--- src/rtl/gb_out_framer_pkg.sv ---
// Shared pixel/position types and default image geometry for the output framer.
package gb_pkg;
  localparam int unsigned PIX_W = 8;
  localparam int unsigned IMG_W = 488;
  localparam int unsigned IMG_H = 648;

  typedef logic [PIX_W-1:0] pix_t;
  typedef logic [8:0]       x_t;
  typedef logic [9:0]       y_t;

  typedef enum logic [1:0] {
    FIFO_EMPTY = 2'd0,
    FIFO_ONE   = 2'd1,
    FIFO_FULL  = 2'd2
  } fifo_cnt_e;
endpackage

--- src/rtl/gb_out_framer_if.sv ---
// Valid/ready pixel stream bundle used between the framer and its skid FIFO.
interface gb_out_framer_if;
  gb_pkg::pix_t tdata;
  logic         tvalid;
  logic         tready;

  modport master (output tdata, output tvalid, input tready);
  modport slave  (input tdata, input tvalid, output tready);
endinterface

--- src/rtl/gb_out_framer_skid_fifo.sv ---
// Two-entry pixel buffer; the head register drives the output so there is no
// combinational path from the input stream to the output stream.
module gb_skid_fifo (
  input logic             clk,
  input logic             rst,
  input logic             step,
  gb_out_framer_if.slave  s,
  gb_out_framer_if.master m
);
  import gb_pkg::*;

  fifo_cnt_e r_cnt, w_cnt_nxt;
  pix_t      r_head, r_tail, w_head_nxt, w_tail_nxt;
  logic      w_push, w_pop;

  assign s.tready = rst & step & (r_cnt != FIFO_FULL);
  assign m.tvalid = rst & step & (r_cnt != FIFO_EMPTY);
  assign m.tdata  = r_head;
  assign w_push   = s.tvalid & s.tready;
  assign w_pop    = m.tvalid & m.tready;

  always_comb begin
    w_cnt_nxt  = r_cnt;
    w_head_nxt = r_head;
    w_tail_nxt = r_tail;
    unique case (r_cnt)
      FIFO_EMPTY: begin
        if (w_push) begin
          w_head_nxt = s.tdata;
          w_cnt_nxt  = FIFO_ONE;
        end
      end
      FIFO_ONE: begin
        if (w_push && w_pop) begin
          w_head_nxt = s.tdata;
        end else if (w_push) begin
          w_tail_nxt = s.tdata;
          w_cnt_nxt  = FIFO_FULL;
        end else if (w_pop) begin
          w_cnt_nxt  = FIFO_EMPTY;
        end
      end
      FIFO_FULL: begin
        if (w_pop) begin
          w_head_nxt = r_tail;
          w_cnt_nxt  = FIFO_ONE;
        end
      end
      default: w_cnt_nxt = FIFO_EMPTY;
    endcase
  end

  always_ff @(posedge clk) begin
    if (!rst) begin
      r_cnt  <= FIFO_EMPTY;
      r_head <= '0;
      r_tail <= '0;
    end else begin
      r_cnt  <= w_cnt_nxt;
      r_head <= w_head_nxt;
      r_tail <= w_tail_nxt;
    end
  end
endmodule

--- src/rtl/gb_out_framer.sv ---
// Frames the blurred pixel stream with line/frame markers and counts frames.
// Optional per-frame checksum enabled by GB_OUT_FRAMER_CKSUM_EN.
module gb_out_framer #(
  parameter int unsigned IMG_W = gb_pkg::IMG_W,
  parameter int unsigned IMG_H = gb_pkg::IMG_H
) (
  input  logic        clk,
  input  logic        rst,
  input  logic        step,
  input  logic [7:0]  s_TDATA,
  input  logic        s_TVALID,
  output logic        s_TREADY,
  output logic [7:0]  m_TDATA,
  output logic        m_TVALID,
  input  logic        m_TREADY,
  output logic        m_TLAST,
  output logic        m_TUSER,
  output logic [15:0] frame_cnt
`ifdef GB_OUT_FRAMER_CKSUM_EN
  ,
  output logic [15:0] frame_sum,
  output logic        frame_done
`endif
);
  import gb_pkg::*;

  localparam x_t X_LAST = x_t'(IMG_W - 1);
  localparam y_t Y_LAST = y_t'(IMG_H - 1);

  gb_out_framer_if w_s_if ();
  gb_out_framer_if w_m_if ();

  x_t          r_x;
  y_t          r_y;
  logic [15:0] r_frame_cnt;
  logic        w_pop, w_frame_end;

  assign w_s_if.tdata  = s_TDATA;
  assign w_s_if.tvalid = s_TVALID;
  assign s_TREADY      = w_s_if.tready;
  assign w_m_if.tready = m_TREADY;

  gb_skid_fifo u_fifo (
    .clk  (clk),
    .rst  (rst),
    .step (step),
    .s    (w_s_if.slave),
    .m    (w_m_if.master)
  );

  assign m_TDATA     = w_m_if.tdata;
  assign m_TVALID    = w_m_if.tvalid;
  assign m_TLAST     = w_m_if.tvalid & (r_x == X_LAST);
  assign m_TUSER     = w_m_if.tvalid & (r_x == '0) & (r_y == '0);
  assign frame_cnt   = r_frame_cnt;
  assign w_pop       = w_m_if.tvalid & m_TREADY;
  assign w_frame_end = w_pop & (r_x == X_LAST) & (r_y == Y_LAST);

  // Position tracks the pixel currently at the FIFO head, so it moves only on pop.
  always_ff @(posedge clk) begin
    if (!rst) begin
      r_x         <= '0;
      r_y         <= '0;
      r_frame_cnt <= '0;
    end else if (w_pop) begin
      if (r_x == X_LAST) begin
        r_x <= '0;
        if (r_y == Y_LAST) begin
          r_y         <= '0;
          r_frame_cnt <= r_frame_cnt + 16'd1;
        end else begin
          r_y <= r_y + y_t'(1);
        end
      end else begin
        r_x <= r_x + x_t'(1);
      end
    end
  end

`ifdef GB_OUT_FRAMER_CKSUM_EN
  logic [15:0] r_acc, r_frame_sum;
  logic        r_frame_done;

  always_ff @(posedge clk) begin
    if (!rst) begin
      r_acc        <= '0;
      r_frame_sum  <= '0;
      r_frame_done <= 1'b0;
    end else begin
      r_frame_done <= 1'b0;
      if (w_frame_end) begin
        r_frame_sum  <= r_acc + 16'(w_m_if.tdata);
        r_acc        <= '0;
        r_frame_done <= 1'b1;
      end else if (w_pop) begin
        r_acc <= r_acc + 16'(w_m_if.tdata);
      end
    end
  end

  assign frame_sum  = r_frame_sum;
  assign frame_done = r_frame_done;
`endif
endmodule

--- config.mk ---
export PLATFORM = sky130hd
export DESIGN_NAME = gb_out_framer
export DESIGN_NICKNAME = d
export VERILOG_FILES = /design/src/rtl/gb_out_framer_pkg.sv /design/src/rtl/gb_out_framer_if.sv /design/src/rtl/gb_out_framer_skid_fifo.sv /design/src/rtl/gb_out_framer.sv
export SDC_FILE = /design/constraint.sdc
export NUM_CORES = 1
export LEC_CHECK = 0
export ABC_CLOCK_PERIOD_IN_PS = 2000
export CAP_MARGIN = 20
export CELL_PAD_IN_SITES_DETAIL_PLACEMENT = 1
export CELL_PAD_IN_SITES_GLOBAL_PLACEMENT = 2
export CORE_MARGIN = 1.5
export CORE_UTILIZATION = 31
export CTS_BUF_LIST = sky130_fd_sc_hd__clkbuf_8
export DETAILED_ROUTE_END_ITERATION = 12
export GPL_TIMING_DRIVEN = 0
export PLACE_DENSITY_LB_ADDON = 0.1
export SLEW_MARGIN = 25
export SYNTH_ARGS = -nofsm -noshare
export SYNTH_HDL_FRONTEND = slang
export SYNTH_HIERARCHICAL = 1
export SYNTH_SLANG_ARGS = --single-unit
--- constraint.sdc ---
create_clock -name clk -period 2 [get_ports clk]
set_input_delay 0.4 -clock clk [delete_from_list [all_inputs] [get_ports clk]]
set_output_delay 0.4 -clock clk [all_outputs]
set_load 0.01 [all_outputs]
==> After elaboration in Yosys (flattened, before gate mapping) <==
Index checks and enable logic that the tools add are counted.
{ "word_totals": {"regBits": 53, "in_bits": 13, "out_inout_bits": 28, "elab_cells": 51} }
{ "op_classes": {"n_addsub": 3, "n_eq_ne": 10, "n_mux": 12, "bitwise_logic": 9, "n_reduce_logical": 11} }
{ "ops": {"columns": ["op", "count"], "rows": [
  ["two-way mux 8 bit", 3],
  ["one-hot mux 8 bit (3 select lines)", 1],
  ["adder 16 x 1 -> 16 bit, second input constant", 1],
  ["adder 10 x 1 -> 10 bit, second input constant", 1],
  ["== test 10 bit, second input constant", 1],
  ["zero test 10 bit", 1],
  ["two-way mux 10 bit", 1],
  ["two-way mux 2 bit", 5],
  ["adder 9 x 1 -> 9 bit, second input constant", 1],
  ["== test 9 bit, second input constant", 1],
  ["zero test 9 bit", 1],
  ["two-way mux 9 bit", 1],
  ["AND 1 bit", 8],
  ["AND reduction 4 bit", 2],
  ["inequality test 2 x 1 -> 1 bit, second input constant", 3],
  ["one-hot mux 2 bit (3 select lines)", 1],
  ["AND reduction 3 bit", 2],
  ["inequality test 2 bit, second input constant", 2],
  ["inequality test 3 x 1 -> 1 bit, second input constant", 1],
  ["nonzero test 3 bit", 1],
  ["== test 2 x 1 -> 1 bit, second input constant", 1],
  ["== test 2 bit, second input constant", 1],
  ["zero test 2 bit", 1],
  ["AND reduction 2 bit", 1],
  ["3 further kinds", 3]
]} }

==> Logic depth before layout (Yosys ltp) <==
Gate-level depths: netlist (run 1).
{ "depth": {"word_depth": 7, "ltp_mapped": 8, "mapped_depth_nobuf": 6} }

==> Modules after synthesis <==
The synthesis (run 1) kept the hierarchy.
{ "modules_own_cells": {"columns": ["mod", "instances", "cells_each", "area_per_inst_um2", "seq_area_each_um2"], "rows": [
  ["gb_out_framer", 1, 219, 1869.3, 700.7],
  ["gb_skid_fifo", 1, 82, 827.0, 360.3]
]} }

==> Least setup slack after synthesis (run 1) <==
Ideal clock, no wire load.
{ "synth_path": {"path_kind": "input to register", "start": "in rst", "end": "reg r_y[7]", "setup_ns": 0.072, "arrival_ns": 2.066, "t_required_ns": 1.928, "slack_ns": -0.138, "cell_stages": 7, "n_path_buf": 1, "cell_sequence": "nand2_1 > nor2_1 > and3_1 > nand4_4 > buf_6 > or4_1 > a21oi_1"} }
{ "synth_via": {"elab_chain_cells": 4} }
{ "synth_rtl": {"columns": ["element", "line_no", "source"], "rows": [
  ["start, declared", "gb_out_framer.sv:8", "input logic rst,"],
  ["AND 1 bit (2 in a row)", "gb_out_framer_skid_fifo.sv:17", "assign m.tvalid = rst & step & (r_cnt != FIFO_EMPTY);"],
  ["via m_TVALID", "gb_out_framer.sv:14", "output logic m_TVALID,"],
  ["AND 1 bit", "gb_out_framer.sv:56", "assign w_pop = w_m_if.tvalid & m_TREADY;"],
  ["AND reduction 2 bit (no line)", null, null],
  ["end signal, assigned", "gb_out_framer.sv:72", "r_y <= r_y + y_t'(1);"],
  ["end, declared", "gb_out_framer.sv:34", "y_t r_y;"]
]} }
The timed path passes the listed nets, and every way through them passes these cells.
A chain may end at the register's enable or synchronous reset.

==> Final worst setup path (run 1) <==
{ "layout_path": {"start": "reg r_y[4]", "end": "out m_TUSER"} }
{ "layout_via": {"elab_chain_cells": 2} }
{ "layout_rtl": {"columns": ["element", "line_no", "source"], "rows": [
  ["zero test 10 bit", "gb_out_framer.sv:54", "assign m_TUSER = w_m_if.tvalid & (r_x == '0) & (r_y == '0);"],
  ["AND 1 bit", "gb_out_framer.sv:54", null],
  ["end, declared", "gb_out_framer.sv:17", "output logic m_TUSER,"]
]} }
No other way between the ends.

==> flow_metrics.tcl, run 1 <==
set metrics [dict create \
    pin_count 41 \
    fin_ws_ns 0.03774 \
    busiest_layer "met2" \
    synth_flop_cell "dfxtp_1" \
    muxShareOfSynthArea 0.08910 \
    drt-wirelength-per-cell_um 16.09 \
    fin_skew_ns 0.01285 \
    synthArstFlopShare 0 \
    grt_max_degree 19 \
    numCtsBuffers 5 \
    cpPeakStageDelay_ns 0.56 \
    leakage_nw 1.345 \
    cts_tree "yes" \
    final_common_cell "dfxtp_1" \
    synthesis.area_um2 2696 \
    drc 0 \
    yosys_warnings 6 \
    synth_edf_count 0 \
    core_area_um2 8341 \
    path_buf_inv 1 \
    start_util 0.3233 \
    grt_pass1_vias 2544 \
    path_max_fanout 5 \
    fin_crit_sh 0.9811 \
    worst_slew_pin_slew_ns 0.6244 \
    clkSinkCount 53 \
    fillers 977 \
    antenna_found_initial 0 \
    dp_hpwl_um 5222 \
    pre_cts_ws_ns -1.124 \
    cellPowerDensity_nw_per_um2 522.2 \
    area_delta_synth_final_pct 32.76 \
    worst_setup_path_end_kind "primary output" \
    synth_top_area_frac 0.3935 \
    finalSetupViolations 0 \
    ys_top_cells_by_area "dfxtp_1 39%, mux2i_1 8.9%, a21oi_1 4.6%" \
    place_congestion 0.7124 \
    ys_seq_area_frac 0.3935 \
    hold_violations 0 \
    holdBufCountCts 0 \
    peakVddDrop_mv 0.2454 \
    drive_gt1_frac 0.1773 \
    grt.met3_usage 0.02765 \
    synthCells 301 \
    synth-simple-area-share 0.2882 \
    slew_viol_final 0 \
    syn_nets 319 \
    placedCellCount 446 \
    nets 378 \
    yosysTopAreaCell "dfxtp_1" \
    drt-initial-drc-count 46 \
    postRouteAntennaNets 0 \
    vias_per_cell 5.330 \
    synth_xor_xnor_area_share 0.02599 \
    fmax_mhz 509.6 \
    synth_seq_cells 53 \
    antennaDiodeCount 0 \
    instances_no_fill 466 \
    cp_top_family "simple AND/OR/NAND/NOR gates" \
    rows 33 \
    cpMaxStageDelayCell "or4_4" \
    clk_transition_reported_paths_ns 0.12 \
    htreeDepth 2 \
    overflow 0 \
    start_kind "flip-flop" \
    synth_compound_area_frac 0.1364 \
    crit_chain "or4_4, nor4_4, buf_2" \
    globalRouteMet2Util 0.3110 \
    period_needed_ns 1.962 \
    critPathKind "reg2out" \
    synth_top_family_by_area "simple AND/OR/NAND/NOR gates" \
    avgSynthCellArea_um2 8.958 \
    grtUsageMet1 0.2195 \
    routed-via-count 2484 \
    rsz0062_at_grt "true" \
    layout_common_cells "44 x dfxtp_1, 33 x clkdlybuf4s50_1, 24 x a21oi_1, 24 x mux2i_1, 22 x nand2_1" \
    hold_class "reg2reg" \
    critPathRequiredTime_ns 1.60 \
    critPathArrivalTime_ns 1.56 \
    slew_headroom 0.5837 \
    dieHeight_um 96.26 \
    dieArea_um2 9266 \
    grt_util_all_layers 0.1748 \
    cap_violations 0 \
    dr.pass1.iters 4 \
    grt_pass1_wl_um 12510 \
    clockBufferDepth 2 \
    io_buffers 40 \
    synth_adder_area_share 0.02320 \
    status "finished clean" \
    clk_latency_ns 0.32 \
    root_buffer "clkbuf_8" \
    drt-total-wl_um 7498 \
    ys_types 46 \
    die_w_um 96.26 \
]
[metal layers]
| layer | vias to the layer above | part of all wire |
|---|---|---|
| li1 | 1237 | - |
| met5 | - | 0 |
| met2 | 32 | 0.49 |
| met1 | 1209 | 0.48 |
| met4 | 0 | 0.0087 |
| met3 | 6 | 0.022 |
[synth_stat cells, types with 2 or more instances]
library cell / n
nor2_1: 11
o21a_1: 2
o41ai_1: 3
buf_6: 2
nor2b_1: 9
buf_2: 3
and3_1: 3
nand2_1: 23
inv_1: 8
o31ai_1: 16
nor4_1: 2
nor3b_1: 2
nand3_1: 15
clkbuf_1: 8
nand4_1: 10
and4_1: 7
xor2_1: 7
nand2b_1: 6
ha_1: 5
o311ai_0: 3
a21oi_1: 25
o21ai_0: 7
or4_1: 16
mux2i_1: 24
or3_1: 7
dfxtp_1: 53
and2_1: 5
[where the power goes]
group	switching (mW)	internal, mW	leakage (nW)
Clock	0.406	0.254	0.0447
Sequential	0.00836	1.06	0.434
Combinational	0.0680	0.0706	0.866
Total	0.483	1.39	1.35
[stage by stage]
stage | hold WS (ns) | cell area [um^2] | utilization | setup TNS (ns) | total power [mW]
after floorplan | 0.4560 | 2704 | - | 0 | 1.158
after global placement | 0.4506 | 3236 | 0.3879 | -33.58 | 1.231
after detailed placement | 0.4590 | 3236 | 0.3879 | -34.58 | 1.233
after CTS | 0.4792 | 3510 | 0.4208 | 0 | 1.900
after global routing | 0.4938 | 3580 | 0.4292 | -0.04330 | 1.949
final | 0.4722 | 3580 | 0.4292 | 0 | 1.869
[path summary, 6_finish.rpt]
kind / start / to / slack [ns] / depth (start not counted)
max reg2reg: r_x[0] / r_y[8] / 0.09 / 7
min: u_fifo/m.tdata[0] / u_fifo/m.tdata[0] / 0.47 / 2
min reg2reg: u_fifo/m.tdata[0] / u_fifo/m.tdata[0] / 0.47 / 2
max: r_y[4] / m_TUSER / 0.04 / 3
[worst min-delay path: stages (launching register included)]
cell,delay (ns)
dfxtp_1,0.33
nand2_1,0.05
mux2i_1,0.05
[cells by family after synthesis]
logic type | count (synthesis)
AO/OA/AOI/OAI | 59
XOR/XNOR | 8
multiplexers | 24
AND/OR/NAND/NOR | 127
flip-flops | 53
buffers and inverters | 25
adder cells (fa/ha/maj) | 5
[state kept, by name (all words and copies together), names as in the netlist]
name	flops
u_fifo/r_cnt	2
frame_cnt	16
r_x	9
u_fifo/r_tail	8
u_fifo/m.tdata	8
r_y	10
[what timing repair did]
action	CTS	global route
endpoints found under the setup margin	36	24
pin swaps	6	4
gates resized for setup	46	25
setup buffers	12	3
[final cells by class]
type                       count  area, um^2  share of cell area
sequential                    53        1085              0.3030
multi-input combinational    223        1664              0.4649
clock inverter                 3       25.02            0.006991
tap                          105       131.4             0.03670
timing repair buffer          55       496.7              0.1388
buffer                        13       75.07             0.02097
clock buffer                   5       68.82             0.01922
inverter                       9       33.78            0.009437
Note: power is estimated with default switching activity, not from simulation.
==> run 2, diff against run 1 <==
--- a/config.mk
+++ b/config.mk
@@ -20,3 +20,4 @@
 export SYNTH_HDL_FRONTEND = slang
 export SYNTH_HIERARCHICAL = 1
 export SYNTH_SLANG_ARGS = --single-unit
+export TNS_END_PERCENT = 30
==> run 2 against run 1 <==
Effect of this change:
- sequential share of layout area up 0.46 points
- global-route usage down 0.13 points
- via count down 0.89%
- die area unchanged
- clock skew about the same
- core utilization down 0.65 points
- critical path type unchanged
- highest routed layer unchanged
==> flow_metrics.tcl, run 2 (synthesis results as in run 1) <==
set metrics [dict create \
    status "finished clean" \
    grt_pass1_wl_um 12410 \
    critPathArrivalTime_ns 1.56 \
    nets 373 \
    drt-wirelength-per-cell_um 16.13 \
    hold_violations 0 \
    drt-total-wl_um 7436 \
    grt_max_degree 19 \
    dieArea_um2 9266 \
    clk_transition_reported_paths_ns 0.11 \
    holdBufCountCts 0 \
    slew_viol_final 0 \
    place_congestion 0.7124 \
    worst_setup_path_end_kind "primary output" \
    finalSetupViolations 0 \
    drt-initial-drc-count 40 \
    crit_chain "or4_4, nor4_4, buf_2" \
    start_util 0.3233 \
    antennaDiodeCount 0 \
    drc 0 \
    antenna_found_initial 0 \
    postRouteAntennaNets 0 \
    fin_skew_ns 0.01327 \
    hold_class "in2reg" \
    slew_headroom 0.5786 \
    fin_crit_sh 0.9823 \
    layout_common_cells "44 x dfxtp_1, 33 x clkdlybuf4s50_1, 25 x a21oi_1, 24 x mux2i_1, 22 x nand2_1" \
    fin_total_pwr_mw 1.866 \
    cp_top_family "simple AND/OR/NAND/NOR gates" \
    fmax_mhz 509.0 \
    core_area_um2 8341 \
    final_core_util 0.4227 \
    area_delta_synth_final_pct 30.77 \
    leakage_nw 1.317 \
    cap_violations 0 \
    final_common_cell "dfxtp_1" \
    rows 33 \
    root_buffer "clkbuf_8" \
    rsz0062_at_grt "true" \
    drive_gt1_frac 0.1573 \
    cp-endpoint "m_TUSER" \
    crit_start "r_y[4]" \
    r2r_end "r_y[8]" \
    r2r_start "r_x[0]" \
    worst_slew_pin_slew_ns 0.6322 \
    cpMaxStageDelayCell "or4_4" \
    pin_count 41 \
    cellPowerDensity_nw_per_um2 529.3 \
    cpPeakStageDelay_ns 0.56 \
    grt_pass1_vias 2513 \
    dp_hpwl_um 5222 \
    routed-via-count 2462 \
    vias_per_cell 5.341 \
    cts_tree "yes" \
    numCtsBuffers 5 \
    dr.pass1.iters 4 \
    die_w_um 96.26 \
    grt_util_all_layers 0.1735 \
    peakVddDrop_mv 0.2468 \
    overflow 0 \
    reg2reg_setup_slack_ns 0.09 \
    crit_cells 3 \
    clk_latency_ns 0.32 \
    clkSinkCount 53 \
    worstRegToRegCells 7 \
    clockBufferDepth 2 \
    path_buf_inv 1 \
    finalHoldWorstSlack_ns 0.4669 \
    dieHeight_um 96.26 \
    period_needed_ns 1.965 \
    htreeDepth 2 \
    largest_reg_flops 16 \
    critPathRequiredTime_ns 1.60 \
    io_buffers 40 \
    start_kind "flip-flop" \
    path_max_fanout 5 \
    critPathKind "reg2out" \
]
## run 2: cell count changes in the layout (fill, tap and decap cells not counted), sizes merged
cell	delta
buf	-6
clkbuf	+1
## run 2: layout make-up
type                       instances  area, um^2
multi-input combinational        223        1650
fill                             975        4815
inverter                           9       33.78
clock inverter                     3       25.02
buffer                            13       72.57
clock buffer                       5       68.82
sequential                        53        1085
timing repair buffer              50       459.2
tap                              105       131.4
## run 2: how the worst min path moves through the flow
| stage | from | to | cells after the start |
|---|---|---|---|
| 2_1_floorplan | r_x[7] | r_x[7] | 1 |
| 3_3_place_gp | u_fifo/m.tdata[1] | u_fifo/m.tdata[1] | 2 |
| 3_5_place_dp | u_fifo/m.tdata[7] | u_fifo/m.tdata[7] | 2 |
| 4_1_cts | u_fifo/m.tdata[1] | u_fifo/m.tdata[1] | 2 |
| 5_1_grt | step | u_fifo/r_cnt[0] | 3 |
| 6_report | step | u_fifo/r_cnt[0] | 3 |
## run 2: repair_timing
action / in CTS / in global routing
pin swaps: 5 / 2
resized for setup: 46 / 19
buffers inserted: 9 / 1
setup endpoints to repair: 36 / 22
## run 2: worst register-to-register path, stage by stage (launching register included)
cell and delay (ns):
dfxtp_4 0.38, ha_4 0.15, and4_4 0.25, buf_6 0.14, nand4_4 0.12, buf_6 0.17, or4_1 0.50, a21oi_1 0.15
## run 2: metrics by stage
stage / setup WS (ns) / setup TNS (ns) / cells / instance area [um^2]
2_1_floorplan: 0.06261 / 0 / 301 / 2704
3_3_place_gp: -1.139 / -33.58 / 446 / 3236
3_5_place_dp: -1.124 / -34.58 / 446 / 3236
4_1_cts: -0.0007807 / -0.0007807 / 460 / 3487
5_1_grt: -0.04046 / -0.1109 / 461 / 3526
6_report: 0.03548 / 0 / 461 / 3526
## run 2: where the power goes
group | internal [mW] | switching [mW] | leakage (nW)
combinational | 0.0664 | 0.0667 | 0.838
sequential | 1.06 | 0.00841 | 0.434
clock | 0.254 | 0.409 | 0.0447
total | 1.38 | 0.484 | 1.32
## run 2: layer usage
layer  vias to the layer above  GRT usage  part of all wire
met4                         0    0.04044            0.0087
met2                        35     0.3081              0.49
li1                       1225          -                 -
met5                         -          0                 0
met1                      1196     0.2180              0.47
met3                         6    0.02765             0.023
